[src/rtl/capture_ctrl_if.sv]
// Capture controller port bundle: strobe/trigger/command inputs and RAM/status outputs.
// Latency: none (wires only).
// Backpressure: none; the environment drives the master side, capture_ctrl is the slave.
interface capture_ctrl_if #(
  parameter int LOG2 = 9
);
  logic            run;
  logic            clr_cap_done;
  logic            wrt_smpl;
  logic            trig;
  logic [LOG2-1:0] trig_pos;
  logic            armed;
  logic            capture_done;
  logic            we;
  logic [LOG2-1:0] waddr;
  logic [LOG2-1:0] trig_addr;
  logic            busy;

  modport master (
    output run, clr_cap_done, wrt_smpl, trig, trig_pos,
    input  armed, capture_done, we, waddr, trig_addr, busy
  );

  modport slave (
    input  run, clr_cap_done, wrt_smpl, trig, trig_pos,
    output armed, capture_done, we, waddr, trig_addr, busy
  );
endinterface

[src/rtl/capture_ctrl.sv]
// Circular-buffer capture sequencer: pre-trigger fill, armed wait, post-trigger count, done.
// Latency: we is combinational from wrt_smpl; armed/capture_done rise one cycle after the qualifying event.
// Backpressure: none; every strobe in a capture state is written, capture_done holds until cleared.
module capture_ctrl #(
  parameter int ENTRIES = 384,
  parameter int LOG2    = 9
) (
  input logic           clk,
  input logic           rst_n,
  capture_ctrl_if.slave bus
);

  localparam logic [2:0] S_IDLE     = 3'd0;
  localparam logic [2:0] S_PRETRIG  = 3'd1;
  localparam logic [2:0] S_ARMED    = 3'd2;
  localparam logic [2:0] S_POSTTRIG = 3'd3;
  localparam logic [2:0] S_DONE     = 3'd4;

  localparam logic [LOG2:0] ENT  = (LOG2+1)'(ENTRIES);
  localparam logic [LOG2:0] LAST = (LOG2+1)'(ENTRIES - 1);

  logic [2:0]      state;
  logic [LOG2:0]   smpl_cnt;
  logic [LOG2-1:0] trig_cnt;
  logic [LOG2-1:0] waddr;
  logic [LOG2-1:0] trig_addr;
  logic            armed;
  logic            capture_done;

  logic [LOG2:0]   tp_ext;
  logic [LOG2-1:0] tp_eff;
  logic [LOG2:0]   arm_thresh;
  logic [LOG2:0]   smpl_nxt;
  logic [LOG2-1:0] trig_nxt;
  logic [LOG2-1:0] waddr_inc;
  logic            capturing;
  logic            wr;

  // Clamp the post-trigger count at full width so large trig_pos values never alias.
  assign tp_ext     = {1'b0, bus.trig_pos};
  assign tp_eff     = (tp_ext > LAST) ? LAST[LOG2-1:0] : bus.trig_pos;
  assign arm_thresh = ENT - {1'b0, tp_eff};
  assign smpl_nxt   = smpl_cnt + (LOG2+1)'(1);
  assign trig_nxt   = trig_cnt + LOG2'(1);
  assign waddr_inc  = (waddr == LAST[LOG2-1:0]) ? '0 : waddr + LOG2'(1);
  assign capturing  = (state == S_PRETRIG) || (state == S_ARMED) || (state == S_POSTTRIG);
  assign wr         = capturing && bus.wrt_smpl;

  assign bus.we           = wr;
  assign bus.waddr        = waddr;
  assign bus.trig_addr    = trig_addr;
  assign bus.armed        = armed;
  assign bus.capture_done = capture_done;
  assign bus.busy         = capturing;

  // Capture sequencing, write address advance and trigger bookkeeping.
  always_ff @(posedge clk or negedge rst_n) begin
    if (!rst_n) begin
      state        <= S_IDLE;
      smpl_cnt     <= '0;
      trig_cnt     <= '0;
      waddr        <= '0;
      trig_addr    <= '0;
      armed        <= 1'b0;
      capture_done <= 1'b0;
    end else begin
      if (wr) waddr <= waddr_inc;
      case (state)
        S_IDLE: begin
          if (bus.run && !capture_done) begin
            state    <= S_PRETRIG;
            waddr    <= '0;
            smpl_cnt <= '0;
            trig_cnt <= '0;
          end
        end
        S_PRETRIG: begin
          if (!bus.run) begin
            state <= S_IDLE;
          end else if (wr) begin
            smpl_cnt <= smpl_nxt;
            if (smpl_nxt == arm_thresh) begin
              state <= S_ARMED;
              armed <= 1'b1;
            end
          end
        end
        S_ARMED: begin
          if (bus.trig) begin
            // A write in the trigger cycle is still pre-trigger, so the
            // first post-trigger sample lands at the advanced address.
            trig_addr <= wr ? waddr_inc : waddr;
            trig_cnt  <= '0;
          end
          if (bus.trig && tp_eff == '0) begin
            state        <= S_DONE;
            capture_done <= 1'b1;
            armed        <= 1'b0;
          end else if (!bus.run) begin
            state <= S_IDLE;
            armed <= 1'b0;
          end else if (bus.trig) begin
            state <= S_POSTTRIG;
          end
        end
        S_POSTTRIG: begin
          // Completion outranks a run drop in the same cycle.
          if (wr && trig_nxt == tp_eff) begin
            state        <= S_DONE;
            capture_done <= 1'b1;
            armed        <= 1'b0;
          end else if (!bus.run) begin
            state <= S_IDLE;
            armed <= 1'b0;
          end else if (wr) begin
            trig_cnt <= trig_nxt;
          end
        end
        S_DONE: begin
          if (bus.clr_cap_done) begin
            state        <= S_IDLE;
            capture_done <= 1'b0;
          end
        end
        default: state <= S_IDLE;
      endcase
    end
  end

endmodule

[src/flat_wrapper.sv]
// flat-port wrapper written by rule: the top's interface ports become plain ports
module capture_ctrl_flat 
#(
  parameter int ENTRIES = 384,
  parameter int LOG2    = 9
)
  (clk, rst_n, bus_run, bus_clr_cap_done, bus_wrt_smpl, bus_trig, bus_trig_pos, bus_armed, bus_capture_done, bus_we, bus_waddr, bus_trig_addr, bus_busy);
  capture_ctrl_if #(.LOG2(LOG2)) bus_i ();
  input logic clk;
  input logic rst_n;
  input wire logic [$bits(bus_i.run)-1:0] bus_run;
  input wire logic [$bits(bus_i.clr_cap_done)-1:0] bus_clr_cap_done;
  input wire logic [$bits(bus_i.wrt_smpl)-1:0] bus_wrt_smpl;
  input wire logic [$bits(bus_i.trig)-1:0] bus_trig;
  input wire logic [$bits(bus_i.trig_pos)-1:0] bus_trig_pos;
  output wire logic [$bits(bus_i.armed)-1:0] bus_armed;
  output wire logic [$bits(bus_i.capture_done)-1:0] bus_capture_done;
  output wire logic [$bits(bus_i.we)-1:0] bus_we;
  output wire logic [$bits(bus_i.waddr)-1:0] bus_waddr;
  output wire logic [$bits(bus_i.trig_addr)-1:0] bus_trig_addr;
  output wire logic [$bits(bus_i.busy)-1:0] bus_busy;
  assign bus_i.run = bus_run;
  assign bus_i.clr_cap_done = bus_clr_cap_done;
  assign bus_i.wrt_smpl = bus_wrt_smpl;
  assign bus_i.trig = bus_trig;
  assign bus_i.trig_pos = bus_trig_pos;
  assign bus_armed = bus_i.armed;
  assign bus_capture_done = bus_i.capture_done;
  assign bus_we = bus_i.we;
  assign bus_waddr = bus_i.waddr;
  assign bus_trig_addr = bus_i.trig_addr;
  assign bus_busy = bus_i.busy;
  capture_ctrl #(.ENTRIES(ENTRIES), .LOG2(LOG2)) u_core (.clk(clk), .rst_n(rst_n), .bus(bus_i));
endmodule
[config.mk]
export PLATFORM = sky130hd
export DESIGN_NAME = capture_ctrl_flat
export DESIGN_NICKNAME = d
export VERILOG_FILES = /design/src/rtl/capture_ctrl_if.sv /design/src/rtl/capture_ctrl.sv /design/src/flat_wrapper.sv
export SDC_FILE = /design/constraint.sdc
export NUM_CORES = 1
export LEC_CHECK = 0
export CAP_MARGIN = 20
export CORE_ASPECT_RATIO = 1.1
export CORE_UTILIZATION = 35
export DETAILED_ROUTE_END_ITERATION = 6
export PLACE_DENSITY_LB_ADDON = 0.08
export SLEW_MARGIN = 10
export SYNTH_ARGS = -nofsm -noshare
export SYNTH_HDL_FRONTEND = slang
export SYNTH_SLANG_ARGS = --single-unit
[constraint.sdc]
create_clock -name clk -period 3.3 [get_ports clk]
set_input_delay 0.33 -clock clk [delete_from_list [all_inputs] [get_ports clk]]
set_output_delay 0.33 -clock clk [all_outputs]
set_load 0.05 [all_outputs]
## Word level (Yosys, flattened, before mapping)

Cells that the tools add are included.

- Add/subtract/negate cells: 4
- Magnitude comparators: 1
- Equal/unequal tests: 22
- Multiplexer cells: 37
- Reduce and logical (&&, ||, !) cells: 19

Operator list:

| kind | number |
|---|---|
| $mux W9 | 10 |
| $mux W10 | 3 |
| $mux W3 | 10 |
| $pmux W9 S3 | 1 |
| $pmux W10 S2 | 1 |
| $add A9 B1 Y9 const B | 2 |
| $ne A2 B2 Y1 const B | 8 |
| $pmux W3 S5 | 1 |
| $reduce_and A4 Y1 | 3 |
| $reduce_and A6 Y1 | 2 |
| $add A10 B1 Y10 const B | 1 |
| $eq A10 B10 Y1 | 1 |
| $sub A9 B9 Y10 const A | 1 |
| $eq A9 B9 Y1 | 1 |
| $eq A9 B9 Y1 const B | 1 |
| $gt A9 B9 Y1 const B | 1 |
| $logic_not A9 Y1 | 1 |
| $mux W1 | 9 |
| $reduce_bool A3 Y1 | 3 |
| $eq A3 B2 Y1 const B | 2 |
| $ne A2 B1 Y1 const B | 3 |
| $ne A3 B3 Y1 const B | 2 |
| $pmux W1 S3 | 2 |
| $logic_and A1 B1 Y1 | 4 |
| other kinds (9) | 10 |

- Bits in registers: 42
- Input port bits: 15
- Output and inout bits: 22

## Depth between registers and ports, before layout

- Word-level depth: 8
- Depth in mapped cells: 10
- Mapped depth without buffers: 10

## Least setup slack after synthesis

OpenSTA, ideal clock, no wires.

- Path type: input port to flip-flop
- Start: input bus_trig_pos[3]
- End: register u_core.state[1]
- Library setup time: 92 ps
- Arrival time: 2364 ps
- Setup slack: 844 ps
- Stages: 8
- Cell sequence: buf_4 -> or3_1 -> or4_1 -> nand4_1 -> mux2_4 -> nor4_4 -> a21boi_2 -> o31ai_2

- Word-level cells in the longest chain between the ends: 6

Ends and longest elaborated chain:

| item | RTL line | RTL |
|---|---|---|
| start, declared | flat_wrapper.sv:15 | `input wire logic [$bits(bus_i.trig_pos)-1:0] bus_trig_pos;` |
| $gt A9 B9 Y1 | capture_ctrl.sv:41 | `assign tp_eff = (tp_ext > LAST) ? LAST[LOG2-1:0] : bus.trig_pos;` |
| $mux W9 (*) | capture_ctrl.sv:41 |  |
| $sub A9 B9 Y10 (tied with other cells) | capture_ctrl.sv:42 | `assign arm_thresh = ENT - {1'b0, tp_eff};` |
| $eq A10 B10 Y1 (tied with other cells) | capture_ctrl.sv:82 | `if (smpl_nxt == arm_thresh) begin` |
| $ne A3 B3 Y1 (no line) (tied with other cells) | - |  |
| $reduce_and A6 Y1 (no line) or $pmux W3 S5 (tied branches) | - |  |
| end signal, assigned | capture_ctrl.sv:79 | `state <= S_IDLE;` |
| end signal, assigned | capture_ctrl.sv:83 | `state <= S_ARMED;` |
| end signal, assigned | capture_ctrl.sv:96 | `state <= S_DONE;` |
| end, declared | capture_ctrl.sv:22 | `logic [2:0] state;` |

Mark *: on every way between the ends. The rest lies on a longest branch, timed or not.
A chain may end at the register's enable or synchronous reset.

## Worst setup path after layout

- Start: register u_core.trig_cnt[0]
- End: register u_core.trig_cnt[8]

- Word-level cells in the longest chain between the ends: 5

Ends and longest elaborated chain:

| item | RTL line | RTL |
|---|---|---|
| start, declared | capture_ctrl.sv:24 | `logic [LOG2-1:0] trig_cnt;` |
| start signal, assigned | capture_ctrl.sv:116 | `trig_cnt <= trig_nxt;` |
| $add A9 B1 Y9 (*) | capture_ctrl.sv:44 | `assign trig_nxt = trig_cnt + LOG2'(1);` |
| $eq A9 B9 Y1 or $mux W9 (tied branches) | capture_ctrl.sv:108, capture_ctrl.sv:115 |  |
| $logic_and A1 B1 Y1 or $mux W9 (tied branches) | capture_ctrl.sv:108, capture_ctrl.sv:112 |  |
| $ne A2 B2 Y1 (no line) or $mux W9 (tied branches) | - |  |
| $reduce_and A6 Y1 (no line) or $pmux W9 S3 (tied branches) | - |  |

Mark *: on every way between the ends. The rest lies on a longest branch, timed or not. The select of a mux whose other input is x is not followed.

==> load_flow_metrics.sql <==
INSERT INTO impl_metrics (metric_group, metric, value, unit) VALUES
('placed_design', 'place_hpwl', '6130', 'um'),
('route', 'post_route_antenna_net_violation_count', '0', ''),
('sta', 'fmax', '0.353', 'GHz'),
('global_routing', 'grt_max_degree', '43', ''),
('synth', 'post-synth-top-area-cell', 'dfrtp_1', ''),
('sta', 'hold_violations', '0', ''),
('pwr', 'ir_worst_vdd', '0.200', 'mV'),
('synth', 'syn_area', '3060', 'um2'),
('clocking', 'numCtsBuffers', '5', ''),
('worst_setup_path', 'crit_path_max_fanout', '14', ''),
('sta', 'worst_pin_slew', '0.980', 'ns'),
('worst_setup_path', 'critical_path.top_delay_family', 'compound AO/OA/AOI/OAI gates', ''),
('floorplan', 'die_y', '100', 'um'),
('worst_setup_path', 'timing.critical_path.slowest_cell_delay', '0.47', 'ns'),
('worst_setup_path', 'setup_crit_path_kind', 'flop to flop', ''),
('worst_setup_path', 'cp_cell_sequence', 'ha_1 > a211oi_1 > o22ai_1 > a2111oi_2 > o311a_1 > o211ai_2 > and2_1 > a221o_1', ''),
('clocking', 'clkLatencyLatePin', '0.30', 'ns'),
('synth', 'synth-edff-count', '0', ''),
('sta', 'worst_clock_skew', '0.00276', 'ns'),
('route', 'dr.pass1.iters', '7', ''),
('route', 'post-route-drc-count', '0', ''),
('sta', 'timing.final.ws_setup', '0.468', 'ns'),
('pwr', 'power_per_cell_area', '579', 'nW/um2'),
('clocking', 'number_of_buffers_inserted_by_hold_repair_at_cts', '0', ''),
('pwr', 'power.static_leakage', '0.00150', 'uW'),
('clocking', 'postCtsSetupBuffers', '0', ''),
('synth', 'synthArstFlopShare', '100', '%'),
('synth', 'ys_seq_elements', '42', ''),
('global_routing', 'gr-total-overflow', '0', ''),
('synth', 'synth_largest_type_area_fraction', '34.4', '%'),
('sta', 'grt_setup_unrepaired', 'no', ''),
('sta', 'period_share', '85.8', '%'),
('route', 'routed_wirelength', '7950', 'um'),
('synth', 'postSynthCellCount', '355', ''),
('global_routing', 'gr-usage-met3', '2.80', '%'),
('worst_setup_path', 'timing.critical_path.from_type', 'flop', ''),
('sta', 'worst_slew_margin_rel', '34.7', '%'),
('placed_design', 'routabilityCongestion', '0.814', ''),
('route', 'routed-via-count', '2755', ''),
('clocking', 'ctsResizeCount', '0', ''),
('sta', 'period_needed', '2.83', 'ns'),
('synth', 'syn_nets', '375', ''),
('synth', 'synth_top_cells_by_area', 'dfrtp_1, nor2_1, nand2_1', ''),
('clocking', 'clkSinkCount', '42', ''),
('route', 'routedWlPerCell', '15.7', 'um'),
('sta', 'tns', '0', 'ns'),
('clocking', 'ctsHtreeMaxLevel', '2', ''),
('placed_design', 'placement.io_buffers', '36', ''),
('synth', 'seq_area_frac_synth', '34.4', '%'),
('global_routing', 'number_of_antenna_violations_at_the_first_check_in_global_routing', '0', ''),
('global_routing', 'track_usage', '19.1', '%'),
('floorplan', 'die_w', '91.1', 'um'),
('sta', 'report.final.setup_viol', '0', ''),
('layout', 'diodes', '0', ''),
('floorplan', 'placeableCoreArea', '8410', 'um2'),
('floorplan', 'fp.dieArea', '9120', 'um2'),
('synth', 'synth.distinct_cells', '65', ''),
('sta', 'timing.final.max_slew_violations', '0', ''),
('outcome', 'run_status', 'completed', ''),
('worst_setup_path', 'path_buf_inv', '0', ''),
('worst_setup_path', 'timing.critical_path.arrival', '3.02', 'ns'),
('layout', 'drive_gt1_share', '11.2', '%'),
('synth', 'postSynth.topFlopCell', 'dfrtp_1', ''),
('pwr', 'power', '2120', 'uW'),
('clocking', 'number_of_buffers_on_the_longest_clock_path', '2', ''),
('clocking', 'clkSlewWorstSetupHoldPaths', '0.09', 'ns'),
('global_routing', 'vias_in_the_first_global_route', '2710', ''),
('route', 'route.detailed.vias_per_inst', '5.46', ''),
('floorplan', 'boundaryPins', '37', ''),
('route', 'drt_iter0_markers', '104', ''),
('synth', 'yosys_warnings', '0', '');
## placed cells by master, fill, tap and decap left out, types with 3 or more instances in the layout
master | netlist | layout
nand3_1 | 20 | 20
a21bo_2 | 3 | 3
a21oi_1 | 24 | 24
clkdlybuf4s50_1 | 0 | 35
nand2b_1 | 7 | 7
clkbuf_8 | 0 | 5
xnor2_1 | 13 | 13
o31ai_1 | 3 | 3
xor2_1 | 14 | 14
nor3b_1 | 4 | 4
nand4_1 | 9 | 9
o21ai_0 | 19 | 19
inv_1 | 6 | 6
and2_1 | 5 | 5
or3_1 | 4 | 4
nor3_1 | 11 | 11
and3_1 | 6 | 6
ha_1 | 5 | 5
nor4_1 | 3 | 3
dfrtp_1 | 42 | 42
nor2_1 | 36 | 36
a31o_1 | 4 | 4
mux2i_1 | 4 | 4
nor2b_1 | 3 | 3
a21o_1 | 6 | 6
or2_2 | 3 | 3
buf_4 | 2 | 14
nand2_1 | 33 | 33
mux2_2 | 4 | 4
## state kept, by name, summed over array words and instances, names as in the netlist
| signal | flops |
|---|---|
| u_core.bus.trig_addr | 9 |
| u_core.state | 3 |
| u_core.trig_cnt | 9 |
| u_core.bus.waddr | 9 |
| u_core.bus.capture_done | 1 |
| u_core.smpl_cnt | 10 |
| u_core.bus.armed | 1 |
## layout make-up
cell class	count	area, um2
inverters	7	26.3
flip-flops and latches	42	1050
repair buffers	50	460
multi-input cells	287	1890
clock inverters	3	21.3
clock buffers	5	68.8
fillers	879	4750
well taps	111	139
## synthesized netlist by cell type (5+ instances only)
| cell | count |
|---|---|
| and3_1 | 6 |
| a21oi_1 | 24 |
| a21o_1 | 6 |
| nand3_1 | 20 |
| nor2_1 | 36 |
| buf_2 | 6 |
| xor2_1 | 14 |
| ha_1 | 5 |
| xnor2_1 | 13 |
| inv_1 | 6 |
| clkbuf_1 | 10 |
| nand4_1 | 9 |
| nand2b_1 | 7 |
| nand2_1 | 33 |
| o21ai_0 | 19 |
| and2_1 | 5 |
| nor3_1 | 11 |
| dfrtp_1 | 42 |
## worst paths after layout
| path | from | end | slack (ns) | cells after the start |
|---|---|---|---|---|
| worst max-delay path | u_core.trig_cnt[0] | u_core.trig_cnt[8] | 0.47 | 8 |
| worst min-delay path | rst_n | u_core.smpl_cnt[0] | 0.17 | 1 |
| worst max register to register | u_core.trig_cnt[0] | u_core.trig_cnt[8] | 0.47 | 8 |
| worst min register to register | u_core.bus.trig_addr[5] | u_core.bus.trig_addr[5] | 0.52 | 1 |
| max in group asynchronous | rst_n | u_core.trig_cnt[6] | 2.51 | 1 |
| min in group clk | u_core.bus.trig_addr[5] | u_core.bus.trig_addr[5] | 0.52 | 1 |
## logic make-up after synthesis
group / share of synthesized area, %
flip-flops: 34.4
AND/OR/NAND/NOR: 27.0
AO/OA/AOI/OAI: 19.3
adder cells (fa/ha/maj): 2.04
XOR/XNOR: 10.1
buffers and inverters: 3.93
multiplexers: 3.27
## worst reg2reg max path, stage by stage, from the launching register on
cell,delay [ns]
dfrtp_1,0.47
ha_1,0.39
a211oi_1,0.24
o22ai_1,0.14
a2111oi_2,0.33
o311a_1,0.26
o211ai_2,0.28
and2_1,0.30
a221o_1,0.31
## stage by stage
step	utilization [%]	hold slack, ns	cell area [um2]	instances
detailed placement	42.4	0.504	3560	497
global placement	42.4	0.494	3560	497
global route	43.5	0.248	3650	505
finish	43.5	0.172	3650	505
floorplan	-	0.0344	3060	355
CTS	43.5	0.213	3650	505
## power by group
| group | internal (uW) | total, uW | switching [uW] |
|---|---|---|---|
| combinational | 390 | 1060 | 669 |
| clock | 149 | 351 | 202 |
| sequential | 605 | 706 | 101 |
| total | 1140 | 2120 | 971 |
## routing by layer
layer | part of all wire, % | vias up | routed length [um]
li1 | - | 1360 | -
met4 | 0.70 | 0 | 56
met3 | 2.2 | 5 | 171
met2 | 50 | 34 | 3960
met1 | 47 | 1356 | 3770
met5 | 0 | - | 0
Note: power is estimated with default switching activity, not from simulation.
